--- src/rtl/acc_dot_accum_pkg.sv ---
// acc_pkg: shared lane constants, FSM state encoding and the product-vector
// type used by the dot-product accumulator and its lane adder.
package acc_pkg;

    localparam int ACC_LANES  = 4;
    localparam int ACC_PROD_W = 16;
    localparam int ACC_SUM_W  = 18;   // four 16-bit lanes need 2 growth bits

    typedef enum logic [1:0] {
        IDLE,
        ACCUM,
        DONE
    } acc_dot_state_t;

    // lane0 occupies bits [15:0]
    typedef logic [ACC_LANES-1:0][ACC_PROD_W-1:0] acc_prod_vec_t;

    // Zero-extended sum of all lanes; cannot overflow ACC_SUM_W bits.
    function automatic logic [ACC_SUM_W-1:0] lane_total(input acc_prod_vec_t vec);
        logic [ACC_SUM_W-1:0] total;
        total = '0;
        for (int i = 0; i < ACC_LANES; i++) begin
            total = total + ACC_SUM_W'(vec[i]);
        end
        return total;
    endfunction

endpackage

--- src/rtl/acc_dot_accum_if.sv ---
// acc_dot_accum_if: control, product-stream and result handshake signals of
// the dot-product accumulator. slave = accumulator view, master = driver view.
interface acc_dot_accum_if #(
    parameter int ACC_W = 32,
    parameter int LEN_W = 8
) ();
    import acc_pkg::*;

    logic                start_i;
    logic [LEN_W-1:0]    len_i;
    acc_prod_vec_t       prod_i;
    logic                prod_valid_i;
    logic                prod_ready_o;
    logic [ACC_W-1:0]    res_o;
    logic                res_valid_o;
    logic                res_ready_i;
    logic                busy_o;
    logic                overflow_o;

    modport slave (
        input  start_i, len_i, prod_i, prod_valid_i, res_ready_i,
        output prod_ready_o, res_o, res_valid_o, busy_o, overflow_o
    );

    modport master (
        output start_i, len_i, prod_i, prod_valid_i, res_ready_i,
        input  prod_ready_o, res_o, res_valid_o, busy_o, overflow_o
    );

endinterface

--- src/rtl/acc_dot_accum_lane_sum.sv ---
// acc_lane_sum: stage 1 of the accumulator pipeline. Registers the
// zero-extended sum of the four lane products together with a valid bit.
module acc_lane_sum
    import acc_pkg::*;
(
    input  logic                 HCLK,
    input  logic                 HRESETn,
    input  logic                 in_valid,
    input  acc_prod_vec_t        in_vec,
    output logic                 sum_valid,
    output logic [ACC_SUM_W-1:0] sum
);

    // Valid bit of the stage: cleared by reset, follows the accepted beat.
    always_ff @(posedge HCLK) begin
        // NOTE: sequential state uses non-blocking assignments so every flop
        // samples the pre-edge values regardless of statement order.
        if (!HRESETn) begin
            sum_valid <= 1'b0;
        end else begin
            sum_valid <= in_valid;
        end
    end

    // Sum register: loads only on an accepted beat.
    always_ff @(posedge HCLK) begin
        // NOTE: the data register is deliberately left out of reset; it is
        // only ever consumed when sum_valid is set, so its reset value is moot.
        if (in_valid) begin
            sum <= lane_total(in_vec);
        end
    end

endmodule

--- src/rtl/acc_dot_accum.sv ---
// acc_dot_accum: sums the four lane products of each beat (stage 1), adds the
// per-beat sums into an ACC_W accumulator (stage 2) over a programmed number
// of beats and presents the result on a valid/ready handshake.
// Build option: define ACC_SAT_EN to saturate the accumulator at 2^ACC_W-1
// on overflow instead of wrapping modulo 2^ACC_W.
module acc_dot_accum
    import acc_pkg::*;
#(
    parameter int ACC_W = 32,
    parameter int LEN_W = 8
) (
    input  logic                  HCLK,
    input  logic                  HRESETn,
    acc_dot_accum_if.slave        bus
);

    acc_dot_state_t          state;
    logic [LEN_W-1:0]        remaining;
    logic [ACC_W-1:0]        acc;
    logic [ACC_W-1:0]        acc_next;
    logic [ACC_W:0]          sum_wide;
    logic                    carry;

    logic                    ready;
    logic                    res_valid;
    logic                    busy;
    logic                    overflow;
    logic [ACC_W-1:0]        res;

    logic                    beat_accept;
    logic                    s1_valid;
    logic [ACC_SUM_W-1:0]    s1_sum;

    assign beat_accept = bus.prod_valid_i && ready;

    acc_lane_sum u_lane_sum (
        .HCLK      (HCLK),
        .HRESETn   (HRESETn),
        .in_valid  (beat_accept),
        .in_vec    (bus.prod_i),
        .sum_valid (s1_valid),
        .sum       (s1_sum)
    );

    // Stage 2 adder: next accumulator value and carry out of ACC_W.
    always_comb begin
        // NOTE: every signal assigned here gets a default first so no path
        // leaves it unassigned, which would otherwise infer a latch.
        acc_next = acc;
        carry    = 1'b0;
        sum_wide = {1'b0, acc} + (ACC_W + 1)'(s1_sum);
        if (s1_valid) begin
            carry = sum_wide[ACC_W];
`ifdef ACC_SAT_EN
            acc_next = carry ? {ACC_W{1'b1}} : sum_wide[ACC_W-1:0];
`else
            acc_next = sum_wide[ACC_W-1:0];
`endif
        end
    end

    // Control FSM with registered outputs, beat counter and accumulator.
    always_ff @(posedge HCLK) begin
        if (!HRESETn) begin
            state     <= IDLE;
            remaining <= '0;
            acc       <= '0;
            ready     <= 1'b0;
            res_valid <= 1'b0;
            busy      <= 1'b0;
            overflow  <= 1'b0;
            res       <= '0;
        end else begin
            case (state)
                IDLE: begin
                    if (bus.start_i) begin
                        acc      <= '0;
                        overflow <= 1'b0;
                        busy     <= 1'b1;
                        if (bus.len_i != '0) begin
                            remaining <= bus.len_i;
                            ready     <= 1'b1;
                            state     <= ACCUM;
                        end else begin
                            res       <= '0;
                            res_valid <= 1'b1;
                            state     <= DONE;
                        end
                    end
                end

                ACCUM: begin
                    acc <= acc_next;
                    if (carry) begin
                        overflow <= 1'b1;
                    end
                    if (beat_accept) begin
                        remaining <= remaining - 1'b1;
                        if (remaining == LEN_W'(1)) begin
                            ready <= 1'b0;
                        end
                    end
                    // With no beats left, the last stage-1 sum drains into
                    // acc_next on this edge, so the result is final here.
                    if (remaining == '0) begin
                        res       <= acc_next;
                        res_valid <= 1'b1;
                        state     <= DONE;
                    end
                end

                DONE: begin
                    if (bus.res_ready_i) begin
                        res_valid <= 1'b0;
                        busy      <= 1'b0;
                        state     <= IDLE;
                    end
                end

                default: begin
                    state <= IDLE;
                end
            endcase
        end
    end

    assign bus.prod_ready_o = ready;
    assign bus.res_o        = res;
    assign bus.res_valid_o  = res_valid;
    assign bus.busy_o       = busy;
    assign bus.overflow_o   = overflow;

endmodule

--- src/flat_wrapper.sv ---
// flat-port wrapper written by rule: the top's interface ports become plain ports
module acc_dot_accum_flat import acc_pkg::*;
#(
    parameter int ACC_W = 32,
    parameter int LEN_W = 8
)
  (HCLK, HRESETn, bus_start_i, bus_len_i, bus_prod_i, bus_prod_valid_i, bus_res_ready_i, bus_prod_ready_o, bus_res_o, bus_res_valid_o, bus_busy_o, bus_overflow_o);
  acc_dot_accum_if #(.ACC_W(ACC_W), .LEN_W(LEN_W)) bus_i ();
  input  logic HCLK;
  input  logic HRESETn;
  input wire logic [$bits(bus_i.start_i)-1:0] bus_start_i;
  input wire logic [$bits(bus_i.len_i)-1:0] bus_len_i;
  input wire logic [$bits(bus_i.prod_i)-1:0] bus_prod_i;
  input wire logic [$bits(bus_i.prod_valid_i)-1:0] bus_prod_valid_i;
  input wire logic [$bits(bus_i.res_ready_i)-1:0] bus_res_ready_i;
  output wire logic [$bits(bus_i.prod_ready_o)-1:0] bus_prod_ready_o;
  output wire logic [$bits(bus_i.res_o)-1:0] bus_res_o;
  output wire logic [$bits(bus_i.res_valid_o)-1:0] bus_res_valid_o;
  output wire logic [$bits(bus_i.busy_o)-1:0] bus_busy_o;
  output wire logic [$bits(bus_i.overflow_o)-1:0] bus_overflow_o;
  assign bus_i.start_i = bus_start_i;
  assign bus_i.len_i = bus_len_i;
  assign bus_i.prod_i = bus_prod_i;
  assign bus_i.prod_valid_i = bus_prod_valid_i;
  assign bus_i.res_ready_i = bus_res_ready_i;
  assign bus_prod_ready_o = bus_i.prod_ready_o;
  assign bus_res_o = bus_i.res_o;
  assign bus_res_valid_o = bus_i.res_valid_o;
  assign bus_busy_o = bus_i.busy_o;
  assign bus_overflow_o = bus_i.overflow_o;
  acc_dot_accum #(.ACC_W(ACC_W), .LEN_W(LEN_W)) u_core (.HCLK(HCLK), .HRESETn(HRESETn), .bus(bus_i));
endmodule
--- config.mk ---
export PLATFORM = sky130hd
export DESIGN_NAME = acc_dot_accum_flat
export DESIGN_NICKNAME = d
export VERILOG_FILES = /design/src/rtl/acc_dot_accum_pkg.sv /design/src/rtl/acc_dot_accum_if.sv /design/src/rtl/acc_dot_accum_lane_sum.sv /design/src/rtl/acc_dot_accum.sv /design/src/flat_wrapper.sv
export SDC_FILE = /design/constraint.sdc
export NUM_CORES = 1
export LEC_CHECK = 0
export ABC_CLOCK_PERIOD_IN_PS = 3000
export BUFFER_PORTS_ARGS = -buffer_cell sky130_fd_sc_hd__buf_2
export CAP_MARGIN = 5
export CORE_AREA = 2 2 96 144
export CTS_CLUSTER_SIZE = 10
export DETAILED_ROUTE_END_ITERATION = 6
export DIE_AREA = 0 0 98 146
export GPL_TIMING_DRIVEN = 0
export PLACE_DENSITY = 0.75
export SYNTH_ARGS = -nofsm -noshare
export SYNTH_HDL_FRONTEND = slang
export SYNTH_SLANG_ARGS = --single-unit
--- constraint.sdc ---
create_clock -name HCLK -period 3 [get_ports HCLK]
set_clock_uncertainty 0.2 [all_clocks]
set_input_delay 0 -clock HCLK [delete_from_list [all_inputs] [get_ports HCLK]]
set_output_delay 0 -clock HCLK [all_outputs]
set_load 0.005 [all_outputs]
==> metrics.yaml <==
outcome: "complete, no violations"
cp-start-kind: "input pin"
synth_edf_count: 18
leakage_uw: 0.00360
setup_slack_ps: 65.8
clk_root_buffer_cell: "clkbuf_16"
cp-startpoint: "bus_prod_i[2]"
dp_hpwl_mm: 12.9
yosysTopAreaCellShare_pct: 23.7
htreeDepth: 3
synth_top_area_cell: "dfxtp_1"
max-slew-margin-rel_pct: 38.1
timing.rr.start: "u_core.u_lane_sum.sum[1]"
synthArstFlopShare_pct: 0
post-synth-top-count-cell: "inv_1"
synth_cell_type_count: 71
nets: 1082
worst_pin_slew_ps: 929
fmax_ghz: 0.341
overflow: 0
cts_buffers: 9
crit_path_top_delay_cell: "fa_1"
path_cells: "buf_6, inv_2, fa_1, fa_1, inv_2, ha_4, a21o_1, a211oi_2, o21a_1, o21ai_4, or4b_4, o311ai_4, xnor2_1"
die_area_um2: 14300
gp_congestion: 0.896
maxCapViolations: 0
finalMaxSlewViolations: 0
cp-end-kind: "flip-flop"
ys_warn_count: 0
fillers: 1121
p_int_uw: 2850
power_uw: 4210
seq_power_share_pct: 35.6
wl_per_cell_um: 15.2
p_clk_share_pct: 30.2
initial_core_util_pct: 51.4
critPathKind: "input pin to flip-flop"
p_sw_share_pct: 32.5
max-vdd-ir-drop_uv: 252
pre_cts_ws_ps: -508
p_comb_share_pct: 34.2
min_from: "bus_prod_i[32]"
drt_iter0_drc: 296
worstSkewPairLatency_ps: 350
avgSynthCellArea_um2: 8.44
multi_input_area_um2: 4170
cts.sinks: 97
grt_max_degree: 20
via_per_inst: 5.54
core_area_um2: 13000
power_density_nw_per_um2: 517
drive_gt1_share_pct: 20.1
io-pin-count: 113
port_buffers: 112
synthesis.nets: 937
grt_usage_pct: 23.4
ys.flop_type: "dfxtp_1"
setup-violations-final: 0
synthTopCellsByCount: "inv_1, dfxtp_1, nand2_1"
n_antenna_cell: 0
slowest_delay_ps: 530
ant_nets: 0
ys_ff_latch: 97
seq_area_frac_synth_pct: 31.8
die-width_um: 98
syn-cell-area_um2: 6660
crit_required_ps: 2910
antenna_found_initial: 0
cp_max_fo: 4
clk_pin_slew_worst_paths_ps: 70
p_sw_uw: 1370
fin_crit_ps: 2930
worstPathArrival_ps: 2840
seqCellArea_um2: 2120
cts_buffer_depth: 2
vias: 6088
min_period_over_period_pct: 97.8
synth_cells: 789
num_rows: 51
wl_mm: 16.7
rsz0062_at_grt: "yes"
finalHoldViolations: 0
grt_pass1_wl_mm: 27.3
hold_path_class: "input pin to flip-flop"
drc: 0
cts_tree: "yes"
fp.dieH_um: 146
grt_pass1_vias: 5954
synth_area_leaders: "dfxtp_1, fa_1, edfxtp_1, ha_1, inv_1"
area_growth_pct: 22.2
final_util_pct: 62.9
firstDrtPassIters: 5
[layout by cell type (no fill, tap or decap), drive strengths merged, types with 6 or more instances in the layout]
master,n
a211oi,8
a21o,15
a21oi,60
a32oi,7
and2,7
buf,124
clkbuf,35
dfxtp,79
dlygate4sd3,15
edfxtp,18
fa,33
ha,38
inv,108
nand2,79
nand3,18
nor2,56
nor2b,6
nor3,11
o211ai,6
o21a,6
o21ai,63
o21bai,7
or3,8
xnor2,25
xor2,12
[registers in the layout, indices dropped and copies added, names as in the netlist]
register,flops
u_core.acc,32
u_core.bus.busy_o,1
u_core.bus.overflow_o,1
u_core.bus.prod_ready_o,1
u_core.bus.res_o,32
u_core.bus.res_valid_o,1
u_core.remaining,8
u_core.state,2
u_core.u_lane_sum.sum,18
u_core.u_lane_sum.sum_valid,1
[power groups by stage]
stage               clock (µW)  combinational, µW  sequential [µW]
floorplan                    0                979             1500
global placement             0               1270             1530
detailed placement           0               1300             1530
CTS                       1280               1330             1500
global route              1320               1610             1500
finish                    1270               1440             1500
[timing repair]
item	4_1_cts	5_1_grt
hold buffers	15	0
endpoints found under the setup margin	16	10
endpoints found under the hold margin	16	0
gates resized for setup	9	26
pin swaps	2	14
setup buffers	1	6
[per-stage QoR]
stage          instance area, µm²  hold slack (ps)  std cells  TNS [ps]
2_1_floorplan                6730            -47.5        789     -76.0
3_3_place_gp                 7490             64.2       1060     -2710
3_5_place_dp                 7490             61.8       1060     -3680
4_1_cts                      7990              115       1092         0
5_1_grt                      8140              142       1098     -38.0
6_report                     8140              126       1098         0
[layer usage]
| metal | global-route usage (%) | wire [µm] | vias to the layer above |
|---|---|---|---|
| li1 | - | - | 2997 |
| met1 | 25.2 | 6510 | 2868 |
| met2 | 45.5 | 9150 | 193 |
| met3 | 2.93 | 686 | 30 |
| met4 | 8.40 | 374 | 0 |
| met5 | 0 | 0 | - |
[final timing paths]
check	end	cells past startpoint	slack [ps]
worst max-delay path	u_core.u_lane_sum.sum[16]	13	70
worst min-delay path	u_core.u_lane_sum.sum[1]	4	130
worst max register to register	u_core.bus.res_o[13]	8	110
worst min register to register	u_core.bus.res_o[25]	2	250
[worst max-delay path, delay by kind of cell]
| family | cells | cell delay (ps) |
|---|---|---|
| fa+ha+maj | 3 | 1220 |
| compound gates | 5 | 850 |
| simple gates | 1 | 530 |
| xor+xnor | 1 | 90 |
| buf+inv | 3 | 160 |
[final cells by class]
cell class,instances,area share (%)
inverter,107,5.02
clock buffer,10,2.93
timing repair buffer,134,9.70
buffer,30,1.54
clock inverter,6,1.08
multi-input combinational,555,51.2
tap,159,2.44
sequential,97,26.1
[cell families after synthesis]
logic type	share of synthesized area, %
flops	31.8
simple gates	16.1
mux	0.620
buf+inv	7.91
fa+ha+maj	17.1
compound gates	21.6
xor+xnor	4.86
Power figures use the tool's default switching activity.
